[src/rtl/morse_decoder_fifo.sv]
// Straight-key Morse decoder with an Avalon-MM register interface.
// Debounced key marks and spaces are timed, decoded to ASCII and queued for software.
module morse_decoder_fifo #(
  parameter int unsigned CNT_W       = 26,
  parameter int unsigned DOT_DEFAULT = 25_000_000,
  parameter int unsigned GAP_DEFAULT = 50_000_000,
  parameter int unsigned DEBOUNCE    = 1_000,
  parameter int unsigned MAX_LEN     = 6,
  parameter int unsigned FIFO_DEPTH  = 8
) (
  input  logic        clk,
  input  logic        reset,
  input  logic [2:0]  address,
  input  logic        read,
  input  logic        write,
  input  logic [31:0] writedata,
  output logic [31:0] readdata,
  output logic        irq,
  input  logic        key_n,
  output logic [7:0]  ascii_out,
  output logic        busy
);
  localparam int unsigned AW    = $clog2(FIFO_DEPTH);
  localparam int unsigned LEN_W = $clog2(MAX_LEN + 1);
  localparam int unsigned DB_W  = $clog2(DEBOUNCE + 1);

  typedef enum logic [1:0] {IDLE, MARK, SPACE, COMMIT} state_t;

  state_t             state_q;
  logic [CNT_W-1:0]   timer_q, dot_q, gap_q;
  logic [MAX_LEN-1:0] code_q;
  logic [LEN_W-1:0]   len_q;
  logic               len_err_q, len_err_st_q, ovf_q, ovf_d;
  logic               ctrl_en_q, ctrl_irq_en_q, ctrl_irq_en_d;
  logic               key_s1_q, key_s2_q, key_db_q;
  logic [DB_W-1:0]    db_cnt_q;
  logic [7:0]         mem_q [FIFO_DEPTH];
  logic [AW-1:0]      wr_ptr_q, wr_ptr_d, rd_ptr_q, rd_ptr_d;
  logic [AW:0]        count_q, count_d;
  logic [31:0]        readdata_q, rdata_c;
  logic [7:0]         ascii_q, push_data_c;
  logic               irq_q, busy_q;
  logic               pressed, push_c, pop_c, do_push, fifo_clr, fifo_empty, fifo_full;
  logic               wr_ctrl, wr_status, len_ovf_c, unused_c;

  // ITU letters (len 1..4) and digits (len 5); first element is the MSB of the code
  function automatic logic [7:0] lookup(input logic [LEN_W-1:0] len, input logic [4:0] c);
    logic [7:0] ch;
    ch = 8'h5F;
    case (32'(len))
      1: ch = c[0] ? "T" : "E";
      2: case (c[1:0])
           2'b00: ch = "I"; 2'b01: ch = "A"; 2'b10: ch = "N"; default: ch = "M";
         endcase
      3: case (c[2:0])
           3'b000: ch = "S"; 3'b001: ch = "U"; 3'b010: ch = "R"; 3'b011: ch = "W";
           3'b100: ch = "D"; 3'b101: ch = "K"; 3'b110: ch = "G"; default: ch = "O";
         endcase
      4: case (c[3:0])
           4'b0000: ch = "H"; 4'b0001: ch = "V"; 4'b0010: ch = "F"; 4'b0100: ch = "L";
           4'b0110: ch = "P"; 4'b0111: ch = "J"; 4'b1000: ch = "B"; 4'b1001: ch = "X";
           4'b1010: ch = "C"; 4'b1011: ch = "Y"; 4'b1100: ch = "Z"; 4'b1101: ch = "Q";
           default: ch = 8'h5F;
         endcase
      5: case (c)
           5'b01111: ch = "1"; 5'b00111: ch = "2"; 5'b00011: ch = "3"; 5'b00001: ch = "4";
           5'b00000: ch = "5"; 5'b10000: ch = "6"; 5'b11000: ch = "7"; 5'b11100: ch = "8";
           5'b11110: ch = "9"; 5'b11111: ch = "0"; default: ch = 8'h5F;
         endcase
      default: ch = 8'h5F;
    endcase
    return ch;
  endfunction

  assign wr_ctrl    = write && (address == 3'd0);
  assign wr_status  = write && (address == 3'd1);
  assign fifo_clr   = wr_ctrl && writedata[1];
  assign fifo_empty = (count_q == '0);
  assign fifo_full  = (count_q == (AW+1)'(FIFO_DEPTH));
  assign pop_c      = read && (address == 3'd2) && !fifo_empty;
  assign pressed    = !key_db_q;
  assign push_c     = ctrl_en_q && (state_q == COMMIT);
  assign push_data_c = len_err_q ? 8'h5F : lookup(len_q, 5'(code_q));
  assign len_ovf_c  = ctrl_en_q && (state_q == MARK) && !pressed && (len_q == LEN_W'(MAX_LEN));
  assign ctrl_irq_en_d = wr_ctrl ? writedata[2] : ctrl_irq_en_q;
  assign unused_c   = ^{writedata, code_q};

  // Synchroniser plus debounce: accept a new level after DEBOUNCE differing samples in a row
  always_ff @(posedge clk) begin
    if (reset) begin
      key_s1_q <= 1'b1;
      key_s2_q <= 1'b1;
      key_db_q <= 1'b1;
      db_cnt_q <= '0;
    end else begin
      key_s1_q <= key_n;
      key_s2_q <= key_s1_q;
      if (key_s2_q == key_db_q) begin
        db_cnt_q <= '0;
      end else if (db_cnt_q == DB_W'(DEBOUNCE - 1)) begin
        key_db_q <= key_s2_q;
        db_cnt_q <= '0;
      end else begin
        db_cnt_q <= db_cnt_q + DB_W'(1);
      end
    end
  end

  always_ff @(posedge clk) begin
    if (reset) begin
      state_q   <= IDLE;
      timer_q   <= '0;
      code_q    <= '0;
      len_q     <= '0;
      len_err_q <= 1'b0;
      busy_q    <= 1'b0;
      ascii_q   <= 8'h00;
    end else if (!ctrl_en_q) begin
      state_q   <= IDLE;
      timer_q   <= '0;
      code_q    <= '0;
      len_q     <= '0;
      len_err_q <= 1'b0;
      busy_q    <= 1'b0;
    end else begin
      case (state_q)
        IDLE: if (pressed) begin
          state_q <= MARK;
          timer_q <= '0;
          busy_q  <= 1'b1;
        end
        MARK: if (!pressed) begin
          if (len_q == LEN_W'(MAX_LEN)) begin
            len_err_q <= 1'b1;
          end else begin
            code_q <= {code_q[MAX_LEN-2:0], timer_q >= dot_q};
            len_q  <= len_q + LEN_W'(1);
          end
          state_q <= SPACE;
          timer_q <= '0;
        end else if (timer_q != '1) begin
          timer_q <= timer_q + CNT_W'(1);
        end
        SPACE: if (pressed) begin
          state_q <= MARK;
          timer_q <= '0;
        end else if (timer_q >= gap_q) begin
          state_q <= COMMIT;
        end else if (timer_q != '1) begin
          timer_q <= timer_q + CNT_W'(1);
        end
        default: begin
          ascii_q   <= push_data_c;
          code_q    <= '0;
          len_q     <= '0;
          len_err_q <= 1'b0;
          busy_q    <= 1'b0;
          state_q   <= IDLE;
        end
      endcase
    end
  end

  // FIFO pointer/count next state; clear beats push, a full FIFO accepts push only alongside a pop
  always_comb begin
    wr_ptr_d = wr_ptr_q;
    rd_ptr_d = rd_ptr_q;
    count_d  = count_q;
    ovf_d    = ovf_q;
    do_push  = 1'b0;
    if (wr_status && writedata[2]) ovf_d = 1'b0;
    if (fifo_clr) begin
      wr_ptr_d = '0;
      rd_ptr_d = '0;
      count_d  = '0;
    end else begin
      if (pop_c) rd_ptr_d = rd_ptr_q + AW'(1);
      if (push_c && (!fifo_full || pop_c)) begin
        do_push  = 1'b1;
        wr_ptr_d = wr_ptr_q + AW'(1);
      end
      if (push_c && fifo_full && !pop_c) ovf_d = 1'b1;
      count_d = count_q + (AW+1)'(do_push) - (AW+1)'(pop_c);
    end
  end

  always_ff @(posedge clk) begin
    if (do_push) mem_q[wr_ptr_q] <= push_data_c;
  end

  always_comb begin
    rdata_c = 32'h0;
    case (address)
      3'd0: rdata_c = {29'h0, ctrl_irq_en_q, 1'b0, ctrl_en_q};
      3'd1: rdata_c = {16'h0, 8'(count_q), 4'h0, len_err_st_q, ovf_q, fifo_full, fifo_empty};
      3'd2: rdata_c = fifo_empty ? 32'h0 : {24'h0, mem_q[rd_ptr_q]};
      3'd3: rdata_c = 32'(dot_q);
      3'd4: rdata_c = 32'(gap_q);
      default: rdata_c = 32'h0;
    endcase
  end

  always_ff @(posedge clk) begin
    if (reset) begin
      wr_ptr_q      <= '0;
      rd_ptr_q      <= '0;
      count_q       <= '0;
      ovf_q         <= 1'b0;
      ctrl_en_q     <= 1'b0;
      ctrl_irq_en_q <= 1'b0;
      dot_q         <= CNT_W'(DOT_DEFAULT);
      gap_q         <= CNT_W'(GAP_DEFAULT);
      len_err_st_q  <= 1'b0;
      readdata_q    <= 32'h0;
      irq_q         <= 1'b0;
    end else begin
      wr_ptr_q      <= wr_ptr_d;
      rd_ptr_q      <= rd_ptr_d;
      count_q       <= count_d;
      ovf_q         <= ovf_d;
      ctrl_irq_en_q <= ctrl_irq_en_d;
      irq_q         <= ctrl_irq_en_d && (count_d != '0);
      if (wr_ctrl) ctrl_en_q <= writedata[0];
      if (write && (address == 3'd3)) dot_q <= writedata[CNT_W-1:0];
      if (write && (address == 3'd4)) gap_q <= writedata[CNT_W-1:0];
      if (len_ovf_c) len_err_st_q <= 1'b1;
      else if (wr_status && writedata[3]) len_err_st_q <= 1'b0;
      if (read) readdata_q <= rdata_c;
    end
  end

  assign readdata  = readdata_q;
  assign irq       = irq_q;
  assign ascii_out = ascii_q;
  assign busy      = busy_q;
endmodule

[config.mk]
export PLATFORM = sky130hd
export DESIGN_NAME = morse_decoder_fifo
export DESIGN_NICKNAME = d
export VERILOG_FILES = /design/src/rtl/morse_decoder_fifo.sv
export SDC_FILE = /design/constraint.sdc
export NUM_CORES = 1
export LEC_CHECK = 0
export BUFFER_PORTS_ARGS = -buffer_cell sky130_fd_sc_hd__buf_4
export CAP_MARGIN = 30
export CORE_ASPECT_RATIO = 1.75
export CORE_MARGIN = 2
export CORE_UTILIZATION = 50
export DETAILED_ROUTE_END_ITERATION = 16
export MAX_ROUTING_LAYER = met4
export PLACE_DENSITY = 0.73
export SLEW_MARGIN = 0
export SYNTH_ARGS = -nofsm -noshare
export SYNTH_HDL_FRONTEND = slang
export SYNTH_SLANG_ARGS = --single-unit
export TNS_END_PERCENT = 1
[constraint.sdc]
create_clock -name clk -period 2.75 [get_ports clk]
set_clock_uncertainty 0.05 [all_clocks]
set_input_delay 0.275 -clock clk [delete_from_list [all_inputs] [get_ports clk]]
set_output_delay 0.275 -clock clk [all_outputs]
set_load 0.005 [all_outputs]
### After elaboration in Yosys (flattened, before gate mapping)

Memories as Yosys holds them, arrays and structs flattened. A register that Yosys moved wholly into a read port is not among the register bits.
Cells that the tools add are included.

| storage, ports and cells | value |
|---|---|
| bits of input ports | 40 |
| memory bits (read-only) | 272 |
| bits in writable memories | 64 |
| memories kept | 3 |
| output and inout bits | 42 |
| register bits | 158 |

| operators by class | value |
|---|---|
| bitwise gates (word level) | 5 |
| add/subtract/negate cells | 7 |
| reductions and logical operators | 42 |
| equality and inequality tests | 31 |
| order comparisons | 2 |
| multiplexer cells | 47 |

Memories:

| memory | words | bits a word | read ports | clocked after memory_dff | wr ports | line | RTL |
|---|---|---|---|---|---|---|---|
| (name not given) | 32 | 6 | 1 | 1 | 0 | 65 | `5: case (c)` |
| (name not given) | 16 | 5 | 1 | 1 | 0 | 59 | `4: case (c[3:0])` |
| mem_q | 8 | 8 | 1 | 1 | 1 | 37 | `logic [7:0] mem_q [FIFO_DEPTH];` |

Operators by type and width:

| cell | number |
|---|---|
| 26-bit two-way mux | 5 |
| 26-bit case mux with 5 select lines | 1 |
| 26-bit case mux with 3 select lines | 1 |
| 26-bit greater-or-equal comparator | 2 |
| 8-bit case mux with 5 select lines | 1 |
| 5-bit case mux with 7 select lines | 1 |
| 26-bit by 1-bit adder with 26-bit output (second input constant) | 1 |
| 26-bit != test (second input constant) | 1 |
| 5-bit two-way mux | 5 |
| 3-bit == test (second input constant) | 7 |
| 3-bit by 2-bit == test with 1-bit output (second input constant) | 6 |
| 1-bit logical AND | 17 |
| 8-bit two-way mux | 2 |
| 1-bit two-way mux | 14 |
| 3-bit two-way mux | 4 |
| 4-bit two-way mux | 3 |
| 4-bit case mux with 3 select lines | 1 |
| 3-bit AND reduction | 4 |
| 10-bit by 1-bit adder with 10-bit output (second input constant) | 1 |
| 10-bit == test (second input constant) | 1 |
| 5-bit case mux with 2 select lines | 1 |
| 3-bit by 1-bit adder with 3-bit output (second input constant) | 3 |
| 3-bit by 1-bit == test with 1-bit output (second input constant) | 3 |
| 2-bit two-way mux | 4 |
| 24 further kinds | 45 |

### Logic depth before layout (Yosys ltp)

Gate-level depths: netlist (run 1).

| logic depth | value |
|---|---|
| depth in word-level cells | 12 |
| depth in mapped cells | 14 |

### Least setup slack after synthesis (run 1)

No wires, ideal clock.

| path | value |
|---|---|
| path kind | register -> register |
| start | register state_q[0] |
| end | register with a tool-made name |
| period minus slack after synthesis | 3001 ps |
| arrival | 2847 ps |
| data required time | 2597 ps |
| cell stages (with the launch flop) | 15 |
| setup slack | -251 ps |
| setup time | 103 ps |
| cells stage by stage | dfxtp_1 > inv_1 > ha_1 > or2_4 > nor3b_2 > buf_4 > o21ai_0 > a21oi_1 > or2_2 > nand2_1 > ha_1 > nand2_1 > a211o_1 > o311ai_1 > a2111oi_2 |

RTL lines:

| item | line | RTL |
|---|---|---|
| start: declaration | 29 | `state_t state_q;` |
| start signal: assignment | 111 | `state_q <= IDLE;` |
| start signal: assignment | 119 | `state_q <= IDLE;` |
| start signal: assignment | 128 | `state_q <= MARK;` |

==> impl_metrics.env, run 1 <==
export IMPL_peakVddDrop_mv=0.350
export IMPL_drc=0
export IMPL_final_util=0.640
export IMPL_initial_core_util=0.509
export IMPL_dieWidth_um=117
export IMPL_cts_root_buffer_cell="clkbuf_16"
export IMPL_rr_startpoint="dot_q[25]"
export IMPL_tightest_slew_ps=762
export IMPL_synthArstFlopShare=0
export IMPL_hpwl_um=23500
export IMPL_ant_nets=0
export IMPL_hold_viol=0
export IMPL_hp_class="in -> reg"
export IMPL_dieArea_sq_mm=0.0238
export IMPL_outcome="finished clean"
export IMPL_setup_viol=0
export IMPL_n_fill_cell=1838
export IMPL_nets=1547
export IMPL_antenna_found_initial=0
export IMPL_synth_area_sq_mm=0.0113
export IMPL_multiInputGateArea_sq_mm=0.00600
export IMPL_cp_end_kind="flop"
export IMPL_ys_types=81
export IMPL_ff_latch_area_sq_mm=0.00501
export IMPL_cap_violations=0
export IMPL_drt_iter0_drc=880
export IMPL_crit_fanout=4
export IMPL_syn_to_final_growth_pct=25.9
export IMPL_rows=72
export IMPL_die_h_um=203
export IMPL_rsz0062_at_grt="yes"
export IMPL_synth_area_per_cell_sq_um=9.13
export IMPL_fmaxAchievable_mhz=364
export IMPL_grt_remaining_overflow=0
export IMPL_numCtsBuffers=21
export IMPL_drtPass1Iterations=6
export IMPL_arrival_ps=3110
export IMPL_yosysTopAreaCell="dfxtp_1"
export IMPL_post_drt_wl_per_cell_um=18.9
export IMPL_syn_inst=1235
export IMPL_worstSetupPathType="reg -> reg"
export IMPL_worstPathRequired_ps=3120
export IMPL_synthTopCellsByArea="dfxtp_1, edfxtp_1, ha_1"
export IMPL_routed_wl_um=32900
export IMPL_vias=10100
export IMPL_p_leak_nw=5.54
export IMPL_fin_crit_sh=0.999
export IMPL_slew_headroom=0.492
export IMPL_fin_cells=1737
export IMPL_cts_tree="built"
export IMPL_synth_seq_cells=221
export IMPL_groute_usage_overall=0.276
export IMPL_ctsHtreeMaxLevel=1
export IMPL_drv_slew=0
export IMPL_cts_path_max_buffers=3
export IMPL_drive_above_1_share=0.236
export IMPL_dp_cells=1663
export IMPL_clk_latency_ps=520
export IMPL_cts_num_sinks=221
export IMPL_r2r_cells=14
export IMPL_first_global_vias=9855
export IMPL_crit_start="dot_q[25]"
export IMPL_synthFlopType="dfxtp_1"
export IMPL_coreArea_sq_mm=0.0222
export IMPL_n_antenna_cell=0
export IMPL_timing_hold_ws_ps=125
export IMPL_fin_crit_ps=2750
export IMPL_grt_max_degree=68
export IMPL_synth_edff_count=56
export IMPL_grt_pass1_wl_um=51500
export IMPL_post_synth_top_area_fraction=0.293
export IMPL_vias_per_cell=5.82
export IMPL_r2r_slack_ps=4
export IMPL_seq_area_frac_synth=0.442
export IMPL_place_congestion=0.972
export IMPL_portBuffers=68
export IMPL_powerDensity_mw_per_mm2=465
export IMPL_path_clk_slew_ps=70
export IMPL_cp_start_kind="flop"
export IMPL_yosysWarnings=0
export IMPL_io_pins=82
-- synthesized netlist by cell type (all sizes together), types with 12 or more instances --
cell type  instances
o211ai            28
nand3             26
nor3              44
mux4              14
nand2            183
buf               23
nor2             117
a31oi             12
a22oi             20
inv               84
clkbuf            44
nand4             26
o21ai             51
ha                79
a32o              12
a221oi            18
mux2i             18
a21oi             73
dfxtp            165
edfxtp            56
-- worst max-delay path: stages, from the launching register on --
cell       delay [ps]
dfxtp_2           330
inv_2              40
ha_4              240
nand4_1           170
buf_4             160
nor2_2             40
a211o_1           330
o22a_1            220
or2_4             270
nand2_8           100
inv_4              50
ha_4              160
nand2_4            70
o311ai_4           80
a2111oi_2         330
-- power breakdown --
part	switching (mW)	internal, mW	total (mW)
Clock	1.28	1.57	2.85
Combinational	0.204	0.162	0.366
Sequential	0.0262	3.35	3.38
Total	1.51	5.09	6.59
-- metal layers --
metal | wire length [um] | part of all wire | global-route usage | up-vias
li1 | - | - | - | 4810
met1 | 12600 | 0.38 | 0.311 | 4873
met2 | 17400 | 0.53 | 0.499 | 336
met3 | 1470 | 0.045 | 0.0264 | 87
met4 | 1420 | 0.043 | 0.114 | 0
met5 | 0 | 0 | - | -
-- layout by cell type, fill, tap and decap left out, types with 6 or more instances in the layout --
cell type and instances:
nand4_1 25, edfxtp_1 56, dlygate4sd3_1 28, dfxtp_2 16
nand3_1 25, xor2_1 7, a22oi_1 20, nand2_1 178
o21ai_0 44, and2_1 9, mux4_2 14, clkbuf_16 21
a21oi_1 69, inv_1 72, clkbuf_1 6, nor3_1 42
a31oi_1 10, conb_1 7, ha_1 65, inv_2 11
mux2i_1 17, a221oi_1 17, xnor2_1 10, nand2b_1 7
o211ai_1 27, dfxtp_1 148, ha_4 11, o21ai_1 7
buf_4 197, and3_1 8, a32o_1 12, a211oi_1 7
nor2_1 112
-- cell type report --
type / instances / share of cell area
Multi-Input combinational cell: 868 / 0.423
Tap cell: 296 / 0.0261
Clock inverter: 8 / 0.00573
Timing Repair Buffer: 230 / 0.129
Inverter: 85 / 0.0227
Sequential cell: 221 / 0.353
Clock buffer: 29 / 0.0406
-- cells by family after synthesis --
group,Yosys count,synth area share
AND/OR/NAND/NOR,452,0.183
AO/OA/AOI/OAI,278,0.168
flip-flops,221,0.442
buffers and inverters,152,0.0579
adder cells (fa/ha/maj),80,0.0895
multiplexers,34,0.0460
XOR/XNOR,17,0.0132
other,1,0.000333
-- timing repair --
item,in CTS,in global routing
hold buffers,28,0
endpoints found under the hold margin,55,0
buffers inserted,3,8
gates resized for setup,14,71
setup endpoints to repair,15,34
pin swaps,7,26
-- registers in the layout (all words and copies together), names as in the netlist, 2 cells and up, named ones only --
signal     cells
ascii_out      7
code_q         5
count_q        4
db_cnt_q      10
dot_q         26
gap_q         26
len_q          3
mem_q         56
rd_ptr_q       3
readdata      26
state_q        2
timer_q       26
wr_ptr_q       3
-- worst min path at each step --
stage / startpoint / depth (start not counted) / endpoint / slack, ps
after floorplan: key_n / 1 / key_s1_q / 330
after global placement: key_s1_q / 1 / key_s2_q / 350
after detailed placement: key_s1_q / 1 / key_s2_q / 360
after CTS: reset / 4 / state_q[1] / 70
after global routing: reset / 3 / busy / 120
final: reset / 4 / state_q[1] / 130
-- per-stage QoR --
stage | total power, mW | worst slack [ps] | area (sq um) | setup TNS [ps]
6_report | 6.59 | 3.51 | 14200 | 0
5_1_grt | 6.79 | -128 | 14200 | -513
4_1_cts | 6.61 | -60.8 | 13900 | -108
3_5_place_dp | 3.77 | -393 | 12800 | -2970
3_3_place_gp | 3.76 | -263 | 12800 | -1890
2_1_floorplan | 3.62 | 27.0 | 11300 | 0
(Power assumes the default switching activity.)
==> run 2: changes to the inputs <==
--- a/config.mk
+++ b/config.mk
@@ -10,6 +10,7 @@
 export CORE_ASPECT_RATIO = 1.75
 export CORE_MARGIN = 2
 export CORE_UTILIZATION = 50
+export CTS_BUF_LIST = sky130_fd_sc_hd__clkbuf_8
 export DETAILED_ROUTE_END_ITERATION = 16
 export MAX_ROUTING_LAYER = met4
 export PLACE_DENSITY = 0.73
==> run 2 against run 1 <==
The flow now finishes with violations (setup timing); register-to-register slack got worse by 40 ps; power increased by 6.4%; critical path depth unchanged; fmax decreased by 1.5%; final area decreased by 0.48%; clock power increased by 15%; global-route usage increased by 0.76 points; critical path type unchanged.
==> impl_metrics.env, run 2 (same netlist as run 1, synthesis figures left out) <==
export IMPL_outcome="finished with violations"
export IMPL_violations="setup timing"
export IMPL_drt_iter0_drc=690
export IMPL_place_congestion=0.972
export IMPL_place_area_sq_mm=0.0128
export IMPL_slew_headroom=0.502
export IMPL_grtUsageMet1=0.312
export IMPL_timing_hold_ws_ps=148
export IMPL_tightest_slew_ps=746
export IMPL_multiInputGateArea_sq_mm=0.00584
export IMPL_p_leak_nw=5.64
export IMPL_grt_pass1_wl_um=52600
export IMPL_setup_viol=4
export IMPL_die_h_um=203
export IMPL_grt_max_degree=68
export IMPL_cts_root_buffer_cell="clkbuf_8"
export IMPL_vias_per_cell=5.76
export IMPL_drc=0
export IMPL_dieArea_sq_mm=0.0238
export IMPL_vias=10100
export IMPL_worstSetupPathType="reg -> reg"
export IMPL_path_clk_slew_ps=70
export IMPL_cp_end_kind="flop"
export IMPL_post_drt_wl_per_cell_um=18.7
export IMPL_arrival_ps=3210
export IMPL_final_cell_mix="buf_4, nand2_1, dfxtp_1, nor2_1, inv_1"
export IMPL_grt_busiest_layer="met2"
export IMPL_initial_core_util=0.509
export IMPL_fin_crit_sh=1.01
export IMPL_min_path_cells=4
export IMPL_hpwl_um=23500
export IMPL_cts_tree="built"
export IMPL_r2r_slack_ps=-40
export IMPL_drive_above_1_share=0.232
export IMPL_fmaxAchievable_mhz=359
export IMPL_cap_violations=0
export IMPL_ff_latch_area_sq_mm=0.00500
export IMPL_clk_latency_ps=550
export IMPL_rr_startpoint="dot_q[22]"
export IMPL_coreArea_sq_mm=0.0222
export IMPL_nets=1556
export IMPL_cp_start_kind="flop"
export IMPL_dieWidth_um=117
export IMPL_setup_slack_ps=-37.2
export IMPL_grt_remaining_overflow=0
export IMPL_first_global_vias=10100
export IMPL_stdcell_area_sq_mm=0.0141
export IMPL_ant_nets=0
export IMPL_drtPass1Iterations=6
export IMPL_n_antenna_cell=0
export IMPL_crit_fanout=5
export IMPL_cts_num_sinks=221
export IMPL_powerDensity_mw_per_mm2=497
export IMPL_use_met3=0.0390
export IMPL_fin_crit_ps=2790
export IMPL_n_fill_cell=1881
export IMPL_rows=72
export IMPL_final_common_cell="buf_4"
export IMPL_hp_start="address[2]"
export IMPL_hp_class="in -> reg"
export IMPL_drv_slew=0
export IMPL_portBuffers=68
export IMPL_met2_usage=0.505
export IMPL_largest_register="mem_q"
export IMPL_groute_usage_overall=0.283
export IMPL_numCtsBuffers=35
export IMPL_io_pins=82
export IMPL_routed_wl_um=32800
export IMPL_worstPathRequired_ps=3170
export IMPL_hold_viol=0
export IMPL_peakVddDrop_mv=0.306
export IMPL_antenna_found_initial=0
export IMPL_cts_path_max_buffers=3
export IMPL_min_to="readdata[2]"
export IMPL_r2r_cells=14
export IMPL_dpl_worst_slack_ps=-393
export IMPL_syn_to_final_growth_pct=25.3
export IMPL_ctsHtreeMaxLevel=2
export IMPL_largest_reg_flops=56
export IMPL_rsz0062_at_grt="yes"
run 2: cell types whose count changed in the layout (fill, tap and decap cells not counted), sizes merged:
cell	before	now
clkinvlp	1	5
bufinv	1	5
inv	85	86
clkinv	6	9
clkbuf	29	42
buf	202	197
run 2: timing repair:
action                                  in CTS  in global routing
endpoints found under the setup margin      14                 35
pin swaps                                    8                 10
setup buffers                                3                  1
gates resized for setup                     18                 24
hold buffers                                28                  0
gates cloned                                 0                  0
hold endpoints to repair                    56                  0
run 2: worst max-delay path by stage:
stage               startpoint    to  slack (ps)  depth (start not counted)
finish               dot_q[22]  flop         -40                         14
global route         dot_q[21]  flop        -150                         13
CTS                 state_q[1]  flop         -70                         13
detailed placement   dot_q[21]  flop        -390                         14
global placement     dot_q[20]  flop        -260                         14
floorplan           count_q[2]   irq          30                         13
run 2: critical path, stage by stage, from the launching register on:
cell and delay (ps):
dfxtp_2 320, inv_1 50, ha_1 280, nand4_1 140, buf_4 140, nor2_1 40
a211o_1 320, o22a_1 210, or2_4 270, nand2_4 100, inv_1 80, ha_1 220
buf_4 140, mux2i_2 200, a2bb2oi_2 150
run 2: area by class of cell:
type                       instances  share of cell area
tap                              296              0.0262
clock inverter                    20              0.0166
multi-input combinational        868               0.414
sequential                       221               0.354
inverter                          85              0.0226
timing repair buffer             225               0.126
clock buffer                      42              0.0409
run 2: where the power goes:
part	internal, mW	leakage, nW	switching (mW)	total, mW
logic	0.161	3.39	0.201	0.361
clock network	1.88	0.413	1.40	3.28
registers	3.35	1.83	0.0257	3.38
run 2: per-stage QoR:
step                      utilization  cells  total power [mW]  setup TNS (ps)
final                           0.637   1757              7.02            -101
after floorplan                     -   1241              3.62               0
after global placement          0.579   1663              3.76           -1890
after detailed placement        0.579   1663              3.77           -2970
after global routing            0.637   1757              7.26           -2180
after CTS                       0.633   1756              7.05            -113
run 2: routing by layer:
| layer | part of all wire | vias up |
|---|---|---|
| met5 | 0 | - |
| met4 | 0.044 | 0 |
| met3 | 0.049 | 101 |
| met2 | 0.53 | 357 |
| met1 | 0.38 | 4823 |
| li1 | - | 4837 |
